File: src/rtl/stopwatch_pkg.sv
// Shared stopwatch definitions: FSM state encoding and BCD digit limit.
package stopwatch_pkg;
  typedef enum logic [1:0] {
    IDLE  = 2'd0,
    RUN   = 2'd1,
    PAUSE = 2'd2,
    LAP   = 2'd3
  } sw_state_t;

  localparam logic [3:0] BCD_MAX = 4'd9;
endpackage

File: src/rtl/decade_cnt.sv
// One BCD decade: counts 0..9 when enabled, wraps to 0; synchronous clear wins over enable.
module decade_cnt
  import stopwatch_pkg::*;
(
  input  logic       clk,
  input  logic       reset_n,
  input  logic       en,
  input  logic       clr,
  output logic [3:0] q,
  output logic       co
);
  logic [3:0] r_q;

  always_ff @(posedge clk or negedge reset_n) begin
    if (!reset_n) begin
      r_q <= 4'd0;
    end else if (clr) begin
      r_q <= 4'd0;
    end else if (en) begin
      r_q <= (r_q == BCD_MAX) ? 4'd0 : r_q + 4'd1;
    end
  end

  assign q  = r_q;
  assign co = en && (r_q == BCD_MAX);
endmodule

File: src/rtl/stopwatch_ctrl.sv
// Stopwatch controller: start/pause/lap/clear FSM, tick prescaler and a cascade of BCD decades.
// Display shows the live count, or the snapshot captured on lap entry while in LAP.
module stopwatch_ctrl
  import stopwatch_pkg::*;
#(
  parameter int TICK_DIV = 10,
  parameter int DIGITS   = 4
) (
  input  logic                clk,
  input  logic                reset_n,
  input  logic                start_stop,
  input  logic                lap,
  input  logic                clear,
  output logic [4*DIGITS-1:0] digits,
  output logic                running,
  output logic                lap_active,
  output logic                tick,
  output logic                overflow
);
  localparam int             PW        = (TICK_DIV > 1) ? $clog2(TICK_DIV) : 1;
  localparam logic [PW-1:0]  PRESC_MAX = PW'(TICK_DIV - 1);

  sw_state_t            r_state;
  sw_state_t            w_next;
  logic                 w_clr;
  logic                 w_snap;
  logic                 w_run;
  logic                 w_tick;
  logic [PW-1:0]        r_presc;
  logic [4*DIGITS-1:0]  r_snap;
  logic                 r_ovf;
  logic [4*DIGITS-1:0]  w_live;
  logic [DIGITS-1:0]    w_en;
  logic [DIGITS-1:0]    w_co;

  always_ff @(posedge clk or negedge reset_n) begin
    if (!reset_n) begin
      r_state <= IDLE;
    end else begin
      r_state <= w_next;
    end
  end

  // clear beats start_stop beats lap; clear is only honoured while stopped
  always_comb begin
    w_next = r_state;
    w_clr  = 1'b0;
    w_snap = 1'b0;
    case (r_state)
      IDLE: begin
        if (clear) begin
          w_clr = 1'b1;
        end else if (start_stop) begin
          w_next = RUN;
        end
      end
      RUN: begin
        if (start_stop) begin
          w_next = PAUSE;
        end else if (lap) begin
          w_next = LAP;
          w_snap = 1'b1;
        end
      end
      LAP: begin
        if (start_stop) begin
          w_next = PAUSE;
        end else if (lap) begin
          w_next = RUN;
        end
      end
      PAUSE: begin
        if (clear) begin
          w_next = IDLE;
          w_clr  = 1'b1;
        end else if (start_stop) begin
          w_next = RUN;
        end
      end
      default: w_next = IDLE;
    endcase
  end

  assign w_run  = (r_state == RUN) || (r_state == LAP);
  assign w_tick = w_run && (r_presc == PRESC_MAX);

  // prescaler holds while paused so a resume keeps the partial tick
  always_ff @(posedge clk or negedge reset_n) begin
    if (!reset_n) begin
      r_presc <= '0;
    end else if (w_clr) begin
      r_presc <= '0;
    end else if (w_run) begin
      r_presc <= (r_presc == PRESC_MAX) ? '0 : r_presc + 1'b1;
    end
  end

  genvar g;
  for (g = 0; g < DIGITS; g++) begin : g_dig
    if (g == 0) begin : g_first
      assign w_en[g] = w_tick;
    end else begin : g_rest
      assign w_en[g] = w_co[g-1];
    end
    decade_cnt u_dig (
      .clk     (clk),
      .reset_n (reset_n),
      .en      (w_en[g]),
      .clr     (w_clr),
      .q       (w_live[4*g +: 4]),
      .co      (w_co[g])
    );
  end

  always_ff @(posedge clk or negedge reset_n) begin
    if (!reset_n) begin
      r_snap <= '0;
      r_ovf  <= 1'b0;
    end else begin
      if (w_clr) begin
        r_snap <= '0;
      end else if (w_snap) begin
        r_snap <= w_live;
      end
      if (w_clr) begin
        r_ovf <= 1'b0;
      end else if (w_co[DIGITS-1]) begin
        r_ovf <= 1'b1;
      end
    end
  end

  assign digits     = (r_state == LAP) ? r_snap : w_live;
  assign running    = w_run;
  assign lap_active = (r_state == LAP);
  assign tick       = w_tick;
  assign overflow   = r_ovf;
endmodule

File: config.mk
export PLATFORM = sky130hd
export DESIGN_NAME = stopwatch_ctrl
export DESIGN_NICKNAME = d
export VERILOG_FILES = /design/src/rtl/stopwatch_pkg.sv /design/src/rtl/decade_cnt.sv /design/src/rtl/stopwatch_ctrl.sv
export SDC_FILE = /design/constraint.sdc
export NUM_CORES = 1
export LEC_CHECK = 0
export CAP_MARGIN = 10
export CORE_MARGIN = 2
export CORE_UTILIZATION = 30
export DETAILED_ROUTE_END_ITERATION = 8
export MAX_ROUTING_LAYER = met4
export PLACE_DENSITY_LB_ADDON = 0.2
export SLEW_MARGIN = 10
export SYNTH_ARGS = -nofsm -noshare
export SYNTH_HDL_FRONTEND = slang
export SYNTH_SLANG_ARGS = --single-unit
File: constraint.sdc
create_clock -name clk -period 4.7 [get_ports clk]
set_clock_uncertainty 0.2 [all_clocks]
set_input_delay 0.94 -clock clk [delete_from_list [all_inputs] [get_ports clk]]
set_output_delay 0.94 -clock clk [all_outputs]
set_load 0.02 [all_outputs]
* Yosys cells after proc, flatten, opt, wreduce, memory -nomap -nowiden
Cells that the tools add are included.
** Operators by class
- Add/sub/neg operators :: 5
- Eq/ne operators :: 11
- Muxes and demuxes :: 33
- Reductions and logical operators :: 16
** Operators by type and width (count)
- 4-bit two-way mux :: 15
- 16-bit two-way mux :: 3
- 4-bit by 1-bit adder with 4-bit output, second input constant :: 5
- 4-bit == test, second input constant :: 5
- 2-bit two-way mux :: 7
- 2-bit nonzero test :: 7
- 2-bit one-hot mux with 4 select lines :: 1
- 1-bit two-way mux :: 7
- 3-bit != test, second input constant :: 2
- 1-bit logical AND :: 5
- 2-bit == test, second input constant :: 2
- 3-bit AND reduction :: 1
- 2-bit by 1-bit == test with 1-bit output, second input constant :: 1
- 2-bit zero test :: 1
- 2-bit != test, second input constant :: 1
- 2-bit OR reduction :: 1
- 1-bit logical OR :: 1
** Word-level totals
- Flip-flop bits (word level) :: 39
- Input port bits :: 5
- Output and inout port bits :: 20

* Logic depth before layout (Yosys ltp)
Gate-level depths: netlist (run 1).
- Depth after elaboration :: 9
- Gate-level depth with buffers :: 7

* Cells and area by module
Synthesis (run 1) repeated with hierarchy kept, for this count alone.
** Second synthesis, totals
- Cells, all modules :: 233
- Area total of the unflattened synthesis :: 2214.6 µm²
** Modules (own cells, without submodules)
- stopwatch_ctrl :: times used 1, cells each 129, area each 1248.7 µm²
- decade_cnt :: times used 4, cells each 26, area each 241.5 µm²

* Worst setup path after synthesis (run 1)
OpenSTA, ideal clock, no wires.
- Path kind :: flip-flop to output port
- Start point :: reg r_state[0]
- End point :: out digits[13]
- Data arrival time :: 1601 ps
- Required time :: 3560 ps
- Setup slack :: 1959 ps
- Cell stages (with the launch flop) :: 5
- Path buffers :: 1
- Cells stage by stage :: dfrtp_1 > clkbuf_1 > nand2_1 > clkinv_1 > o21ai_0
** On the way
- Word-level cells in the longest chain between the ends :: 2
** RTL lines
- start, declared :: RTL line stopwatch_ctrl.sv:23 : sw_state_t r_state;
- start signal, assigned :: RTL line stopwatch_ctrl.sv:40 : r_state <= w_next;
- 2-bit == test
- named net lap_active :: RTL line stopwatch_ctrl.sv:16 : output logic lap_active,
- 16-bit two-way mux :: RTL line stopwatch_ctrl.sv:133 : assign digits = (r_state == LAP) ? r_snap : w_live;
- end, declared :: RTL line stopwatch_ctrl.sv:14 : output logic [4*DIGITS-1:0] digits,
The timed path passes the listed nets, and every way through them passes these cells.

* Final worst setup path (run 1)
- Start point :: reg r_state[0]
- End point :: out digits[13]
** On the way
- Word-level cells in the longest chain between the ends :: 2
** RTL lines (RTL line)
- 2-bit == test :: stopwatch_ctrl.sv:133
- 16-bit two-way mux :: stopwatch_ctrl.sv:133
Every way passes these cells.

==> results of run 1 <==
state kept, by name (all words and copies together) (netlist names):
signal and cells:
g_dig.u_dig.q 16, r_state 2, r_snap 16, r_presc 4, overflow 1
final cells by class:
type | instances | area, sq um
fill | 719 | 4290
multi-input combinational | 167 | 1120
sequential | 39 | 976
timing repair buffer | 27 | 258
tap | 96 | 120
clock buffer | 6 | 82.6
inverter | 7 | 26.3
clock inverter | 1 | 5.00
per-layer routing:
layer	vias up	GRT usage
li1	821	-
met1	781	0.176
met2	23	0.195
met3	2	0.0280
met4	0	0.0372
met5	-	-
logic make-up (layout without fill, tap and decap cells):
family,Yosys count,after routing
AOI/OAI and AO/OA,42,42
xor gates and xnor gates,4,4
adders and majority gates,10,10
buffers and inverters,17,41
DFF,39,39
muxes,23,23
and+or+nand+nor,88,88
power groups by stage:
stage / Combinational [mW] / Clock [mW] / Sequential (mW)
detailed placement: 0.0923 / 0 / 0.369
global route: 0.0999 / 0.256 / 0.365
CTS: 0.0929 / 0.242 / 0.362
global placement: 0.0925 / 0 / 0.368
finish: 0.0899 / 0.229 / 0.362
floorplan: 0.0649 / 0 / 0.363
synth_stat cells (all sizes together):
cell,number,share of area
a21oi,5,0.012
clkinv,1,0.0017
nor2,20,0.035
dfrtp,39,0.45
a31o,3,0.012
and3,1,0.0029
nor3b,3,0.010
a311oi,1,0.0041
o32ai,1,0.0041
nor2b,4,0.012
buf,2,0.0041
a22o,4,0.017
mux2i,9,0.042
nor4b,1,0.011
nand3,6,0.014
xnor2,2,0.0081
a21o,1,0.0035
nor3,6,0.016
mux2,14,0.073
clkbuf,8,0.014
nand3b,2,0.0070
inv,6,0.010
o21ai,24,0.056
nand2b,3,0.0087
xor2,2,0.0081
ha,10,0.058
and3b,4,0.016
nand2,37,0.064
a41oi,1,0.0041
a32o,1,0.0046
o21a,1,0.0035
nand4b,1,0.011
worst max-delay path by stage:
stage / start / end
floorplan: r_state[0] / digits[13]
detailed placement: r_state[0] / digits[13]
global placement: r_state[0] / digits[13]
global route: r_state[0] / digits[13]
CTS: r_state[0] / digits[13]
finish: r_state[0] / digits[13]
critical path: stages, from the launching register on:
cell and delay, ns:
dfrtp_1 0.54, nand2_1 0.13, buf_4 0.23, clkinv_1 0.28, o21ai_0 0.24, clkdlybuf4s50_1 0.63
per-stage QoR:
stage | cells | hold slack (ns)
global route | 343 | 0.339
CTS | 343 | 0.317
global placement | 336 | 0.297
finish | 343 | 0.302
detailed placement | 336 | 0.294
floorplan | 223 | 0.282
==> impl_results.md, run 1 <==
* DRT met1 WL at 2.38 mm
* Max Cap Violations at 0
* Min Clock Period, post-route at 3.47 ns
* Wirelength, routed at 4.48 mm
* F_max at roughly 290 MHz
* Met3 WL at 136 um
* Post-synthesis sequential area ratio at 0.452
* Most frequent cells in the layout: dfrtp_1 (39), nand2_1 (37), o21ai_0 (24)
* Yosys cell types at 35
* Synth Area in XOR/XNOR at 0.0162
* Slew Limit Fails at 0
* Reg2reg start: g_dig[0].u_dig.q[1]
* Pint at around 500 uW
* Post-synthesis cell count at 223
* Combinational share of power at 0.132
* GRT Residual Overflow at 0
* Routed Antenna Nets at 0
* DR top layer: met4
* DRT Pass-1 Iters at 4
* Post-route setup slack at approximately 1.2 ns
* Syn_area_per_cell at roughly 9.7 sq um
* Placeable Area at a little under 7000 sq um
* Post-CTS Setup Inserts at 0
* Dpl cell area at 2500 sq um
* Switching power total at 183 uW
* CTS Buf Count at 5
* GPL Wtd Cong at between 0.7 and 0.8
* Cell row count at 30
* HPWL after detailed placement at 3.05 mm
* Clock group share of total power at 0.336
* Pin count of the biggest net entering global routing at 40
* Post-synthesis mux area share at 0.115
* Switching Share at 0.269
* Syn Nets at 238
* RSZ-0062 raised after global routing: false
* Setup violations, final at 0
* Die height at 88.8 um
* FF-to-FF path depth at 6
* Vias in the first global route at between 1500 and 2000
* Setup slack after placement at 1.51 ns
* Total Die Area at about 7900 sq um
* Initial antenna violation count at 0
* Worst-Margin Slew at 0.924 ns
* Bufs on Longest Clock Path at 2
* FF-to-FF setup slack at approximately 2.4 ns
* Final hold violations at 0
* Pleak at 1.15 nW
* Worst Hold Class: flop to flop
* Fraction of the mapped netlist area in adder cells at 0.0580
* Main combinational cell family by area after synthesis: simple AND/OR/NAND/NOR gates
* Most common cell after layout, fill and taps aside: dfrtp_1
* Hold Startpoint: overflow
* Startpoint type of the worst setup path: flop
* CP Class: flop to primary output
* VDD IR-drop max at 0.145 mV
* Share of cells above drive strength 1 at 0.130
* Max H-tree Level at 2
* Overall Power at 681 uW
* Setup TNS at 0 ns
* # port buffers at 24
* Clock Pin Slew Worst Setup and Hold Paths at 0.08 ns
* CP Data Required Time at 3.56 ns
* Later-pin clock latency in the skew report at 0.28 ns
* Critical path arrival at 2.33 ns
* Resized Gates After CTS at 0
* Wire length per cell at ~13 um
* Hold-critical path depth at 2
* Tot GR Track Use at 0.130
* Vias at approximately 1600
* Post-synthesis cell area at about 2200 sq um
* Die Span X at 88.8 um
* Final period util at 0.738
* Worst Hold Path EP: overflow
* Clock sink count at 39
* I/O pin count at 25
* PwrDens at 264 nW/um^2
* Seq cells post-synth at 39
* # nets final at 262
* CTS tree: yes
* Initial DRC count at approximately 100
* Outcome: completed
* Synth Area in Compound Gates at 0.120
* Residual DRC at 0
* Area growth from synthesis to layout at 19.8%
* Layout Utilization at 0.376
* Root Buffer: clkbuf_8
* ANT cells at 0
* Part of the power in registers at 0.532
* Hold_buf cts at 0
* Metal2 WL at ~1.9 mm
* Design area at ~2600 sq um
* Synth Area in Simple Gates at 0.208
* Crit end category: primary output
* Max-slew headroom at 0.384
* Initial core utilization at 0.314
* Synthesis Warnings at 0
* Max FO, Critical Path at 15
* Reg2Reg Capture Point: g_dig[2].u_dig.q[3]
* Drt via density at 4.74
* First-pass GRT wire length at between 7 and 8 mm
No activity file was read; power rests on OpenSTA's default activity.
==> run 2, diff against run 1 <==
==> constraint.sdc (replaced) <==
create_clock -name clk -period 3.05 [get_ports clk]
set_clock_uncertainty 0.2 [all_clocks]
set_input_delay 0.61 -clock clk [delete_from_list [all_inputs] [get_ports clk]]
set_output_delay 0.61 -clock clk [all_outputs]
set_load 0.02 [all_outputs]
==> impl_results.md, run 2 (synthesis gave the netlist of run 1 again) <==
* F_max at 350 MHz
* Post-Layout Cell Count at about 350
* Initial antenna violation count at 0
* Max Cap Violations at 0
* Setup TNS at 0 ns
* Crit end category: primary output
* # port buffers at 24
* PwrDens at 399 nW/um^2
* CP Data Required Time at 2.24 ns
* Fill cell count at 715
* Worst-Margin Slew at 0.897 ns
* Tot GR Track Use at 0.132
* CP Class: flop to primary output
* Max FO, Critical Path at 7
* FF-to-FF setup slack at between 0.7 and 0.8 ns
* Root Buffer: clkbuf_8
* # nets final at 265
* Part of the power in registers at 0.527
* Placeable Area at slightly below 7000 sq um
* Pint at 757 uW
* Slew Limit Fails at 0
* CTS tree: yes
* DRT Pass-1 Iters at 4
* Initial core utilization at 0.314
* Most common cell after layout, fill and taps aside: dfrtp_1
* Post-CTS Setup Inserts at 0
* Clock Pin Slew Worst Setup and Hold Paths at 0.08 ns
* Critical path arrival at just over 2 ns
* GPL Wtd Cong at 0.771
* Die height at 88.8 um
* RSZ-0062 raised after global routing: false
* CTS Buf Count at 5
* Routed Antenna Nets at 0
* Later-pin clock latency in the skew report at 0.29 ns
* ANT cells at 0
* Most frequent cells in the layout: dfrtp_1 (39), nand2_1 (36), o21ai_0 (24)
* Max H-tree Level at 2
* Residual DRC at 0
* Worst Hold Class: input pin to asynchronous set/reset pin
* GRT Residual Overflow at 0
* Pin count of the biggest net entering global routing at 40
* Clock sink count at 39
* Share of cells above drive strength 1 at 0.143
* Min Clock Period, post-route at 2.86 ns
* Final period util at 0.936
* Vias in the first global route at 1589
* Switching Share at 0.276
* Max-slew headroom at 0.402
* Cell row count at 30
* Area growth from synthesis to layout at 21.4%
* Combinational share of power at 0.147
* Bufs on Longest Clock Path at 2
* DP Cell Count at around 340
* Final hold violations at 0
* I/O pin count at 25
* First-pass GRT wire length at roughly 7.7 mm
* Total Die Area at 7880 sq um
* Wire length per cell at 13.2 um
* Clock group share of total power at 0.326
* Wirelength, routed at 4.59 mm
* Outcome: completed
* HPWL after detailed placement at 3.15 mm
* Pleak at 1.16 nW
* Drt via density at 4.69
* Vias at approximately 1600
* Initial DRC count at 53
* Die Span X at 88.8 um
* Switching power total at 288 uW
* VDD IR-drop max at 0.185 mV
* Setup violations, final at 0
* Startpoint type of the worst setup path: flop
## run 2: worst max-delay path: stages, from the launching register on
cell and delay (ns):
dfrtp_1 0.41, inv_1 0.06, ha_1 0.24, nand4b_4 0.17, inv_1 0.22, clkdlybuf4s50_1 0.64
## run 2: area by class of cell
cell class                      count  area [sq um]  area share
Multi-Input combinational cell    167          1120       0.427
Clock buffer                        7          76.3      0.0291
Clock inverter                      1          5.00     0.00191
Sequential cell                    39           976       0.373
Tap cell                           96           120      0.0459
Inverter                            7          30.0      0.0115
Timing Repair Buffer               30           293       0.112
## run 2: routing by layer
metal | up-vias | share of wire | track usage | wire, um
met2 | 21 | 0.43 | 0.196 | 1990
met3 | 5 | 0.027 | 0.0326 | 123
li1 | 826 | - | - | -
met4 | 0 | 0.013 | 0.0455 | 60
met5 | - | 0 | - | 0
met1 | 776 | 0.53 | 0.176 | 2420
## run 2: path summary, 6_finish.rpt
check                                         start                  end  cells past startpoint
worst min-delay path                        reset_n            r_snap[7]                      1
max in group asynchronous                   reset_n           r_presc[3]                      1
min in group clk                           overflow             overflow                      2
worst min register to register             overflow             overflow                      2
worst max register to register  g_dig[0].u_dig.q[1]  g_dig[3].u_dig.q[3]                      6
worst max-delay path                     r_presc[1]                 tick                      5
## run 2: repair_timing
item                       4_1_cts  5_1_grt
hold buffers                     0        0
hold endpoints to repair         0        0
gates resized for setup          0        2
setup endpoints to repair        0        4
## run 2: stage by stage
stage / utilization / hold slack [ns] / setup WS, ns / area (sq um) / total power [mW]
final: 0.381 / 0.242 / 0.194 / 2620 / 1.05
after floorplan: - / 0.114 / 0.639 / 2160 / 0.660
after detailed placement: 0.368 / 0.297 / 0.365 / 2530 / 0.717
after global routing: 0.381 / 0.316 / 0.0852 / 2620 / 1.11
after global placement: 0.368 / 0.296 / 0.381 / 2530 / 0.717
after CTS: 0.380 / 0.279 / 0.0314 / 2610 / 1.07
## run 2: power by group through the flow
stage | combinational (mW) | clock, mW | sequential, mW
3_5_place_dp | 0.156 | 0 | 0.561
5_1_grt | 0.173 | 0.388 | 0.554
3_3_place_gp | 0.156 | 0 | 0.561
4_1_cts | 0.157 | 0.360 | 0.550
6_report | 0.154 | 0.341 | 0.551
2_1_floorplan | 0.100 | 0 | 0.560
==> run 3, diff against run 2 <==
--- a/config.mk
+++ b/config.mk
@@ -7,7 +7,7 @@
 export LEC_CHECK = 0
 export CAP_MARGIN = 10
 export CORE_MARGIN = 2
-export CORE_UTILIZATION = 30
+export CORE_UTILIZATION = 45
 export DETAILED_ROUTE_END_ITERATION = 8
 export MAX_ROUTING_LAYER = met4
 export PLACE_DENSITY_LB_ADDON = 0.2
==> impl_results.md, run 3 (synthesis gave the netlist of run 1 again) <==
* Outcome: completed
* Initial antenna violation count at 0
* Bufs on Longest Clock Path at 2
* ANT cells at 0
* Most Frequent Cell on Critical Path: inv_1
* Vias at 1649
* Max H-tree Level at 2
* Later-pin clock latency in the skew report at 0.28 ns
* Min Clock Period, post-route at between 2 and 3 ns
* FF-to-FF setup slack at 0.83 ns
* Post-CTS Setup Inserts at 0
* WP depth at 5
* Worst Hold Class: input pin to asynchronous set/reset pin
* GRT Residual Overflow at 0
* Crit path buf inv count at 3
* Initial DRC count at 66
* Max-slew headroom at 0.426
* Most common cell after layout, fill and taps aside: dfrtp_1
* CP Class: flop to primary output
* GPL Wtd Cong at 0.784
* Reg2reg start: g_dig[0].u_dig.q[1]
* Final period util at 0.938
* Wirelength, routed at ~4.3 mm
* Area growth from synthesis to layout at 18.4%
* Initial core utilization at 0.463
* DRT Pass-1 Iters at 4
* Critical path arrival at 2.05 ns
* Resized Gates After CTS at 0
* Vias in the first global route at 1502
* Routed Antenna Nets at 0
* Setup TNS at 0 ns
* # port buffers at 24
* Die Span X at 73.2 um
* I/O pin count at 25
* RSZ-0062 raised after global routing: false
* Reg2Reg Capture Point: g_dig[3].u_dig.q[3]
* Placeable Area at 4660 sq um
* Final hold violations at 0
* Share of cells above drive strength 1 at 0.139
* Dpl cell area at between 2000 and 2500 sq um
* Worst setup path endpoint: tick
* CTS Buf Count at 5
* Pleak at 1.17 nW
* Cell row count at 25
* PwrDens at approximately 400 nW/um^2
* Combinational share of power at 0.147
* Die height at 73.2 um
* Slew Limit Fails at 0
* Wire length per cell at about 14 um
* Met3 WL at 108 um
* DRT met1 WL at 2.13 mm
* Total Die Area at 5360 sq um
* Switching Share at 0.269
* Residual DRC at 0
* # nets final at 266
* Slowest cell on crit path: clkdlybuf4s50_1
* Part of the power in registers at 0.533
* Layout Utilization at 0.548
* CTS tree: yes
* F_max at between 300 and 400 MHz
* Clock group share of total power at 0.321
* Most frequent cells in the layout: dfrtp_1 (39), nand2_1 (37), o21ai_0 (24)
* Setup violations, final at 0
* Worst-Margin Slew at 0.861 ns
* HPWL after detailed placement at 2.96 mm
* DR top layer: met4
* Design area at 2550 sq um
* Root Buffer: clkbuf_8
* Drt via density at 5.39
* Max Cap Violations at 0
* Clock sink count at 39
* Clock Pin Slew Worst Setup and Hold Paths at 0.07 ns
* FF-to-FF path depth at 6
* Largest delay share family, worst path: buffers and inverters
* VDD IR-drop max at 0.188 mV
* Tot GR Track Use at 0.178
* Switching power total at 278 uW
* Worst path max stage delay at roughly 0.64 ns
* Pint at 756 uW
* First-pass GRT wire length at 7.08 mm
* Worst setup path start: r_presc[1]
* Crit end category: primary output
* Metal2 WL at about 2.0 mm
* CP Data Required Time at between 2 and 2.5 ns
* Startpoint type of the worst setup path: flop
* Pin count of the biggest net entering global routing at 40
* Max FO, Critical Path at 7
* Crit path cell chain: inv_1 -> ha_1 -> nand4b_4 -> inv_1 -> clkdlybuf4s50_1
* Hold_buf cts at 0
## run 3: cell types whose count changed in the layout (fill, tap and decap cells not counted)
cell	previous run	this run
buf_12	1	0
buf_4	5	7
nand2_2	1	0
nand2_1	36	37
clkinv_1	0	1
clkinvlp_4	1	0
## run 3: worst min path at each step
stage                     slack (ns)                  end  cells after the start      from
after floorplan                 0.11  g_dig[0].u_dig.q[0]                      0   reset_n
after global placement          0.29             overflow                      2  overflow
after detailed placement        0.30             overflow                      2  overflow
after CTS                       0.27           r_presc[0]                      1   reset_n
after global routing            0.30           r_presc[3]                      1   reset_n
final                           0.23            r_snap[3]                      1   reset_n
## run 3: per-stage QoR
step	power, mW	setup slack [ns]	std cells	hold slack (ns)
after global placement	0.712	0.521	298	0.294
after CTS	1.05	0.175	306	0.271
after global routing	1.09	0.0302	306	0.296
final	1.03	0.188	306	0.226
after floorplan	0.660	0.639	223	0.114
after detailed placement	0.714	0.494	298	0.297
## run 3: per-layer routing
layer  vias up  global-route usage
met5         -                   -
met4         0              0.0720
met3         6              0.0290
met2        25               0.266
met1       791               0.241
li1        827                   -
## run 3: cell type report
class / count / area (sq um)
clock buffer: 7 / 76.3
clock inverter: 1 / 5.00
fill: 428 / 2110
inverter: 7 / 26.3
multi-input combinational: 167 / 1120
sequential: 39 / 976
tap: 54 / 67.6
timing repair buffer: 31 / 288
## run 3: power groups by stage
| stage | Clock, mW | Sequential (mW) | Combinational, mW |
|---|---|---|---|
| 2_1_floorplan | 0 | 0.560 | 0.100 |
| 3_3_place_gp | 0 | 0.560 | 0.152 |
| 5_1_grt | 0.370 | 0.553 | 0.168 |
| 6_report | 0.332 | 0.551 | 0.152 |
| 3_5_place_dp | 0 | 0.561 | 0.153 |
| 4_1_cts | 0.342 | 0.551 | 0.154 |
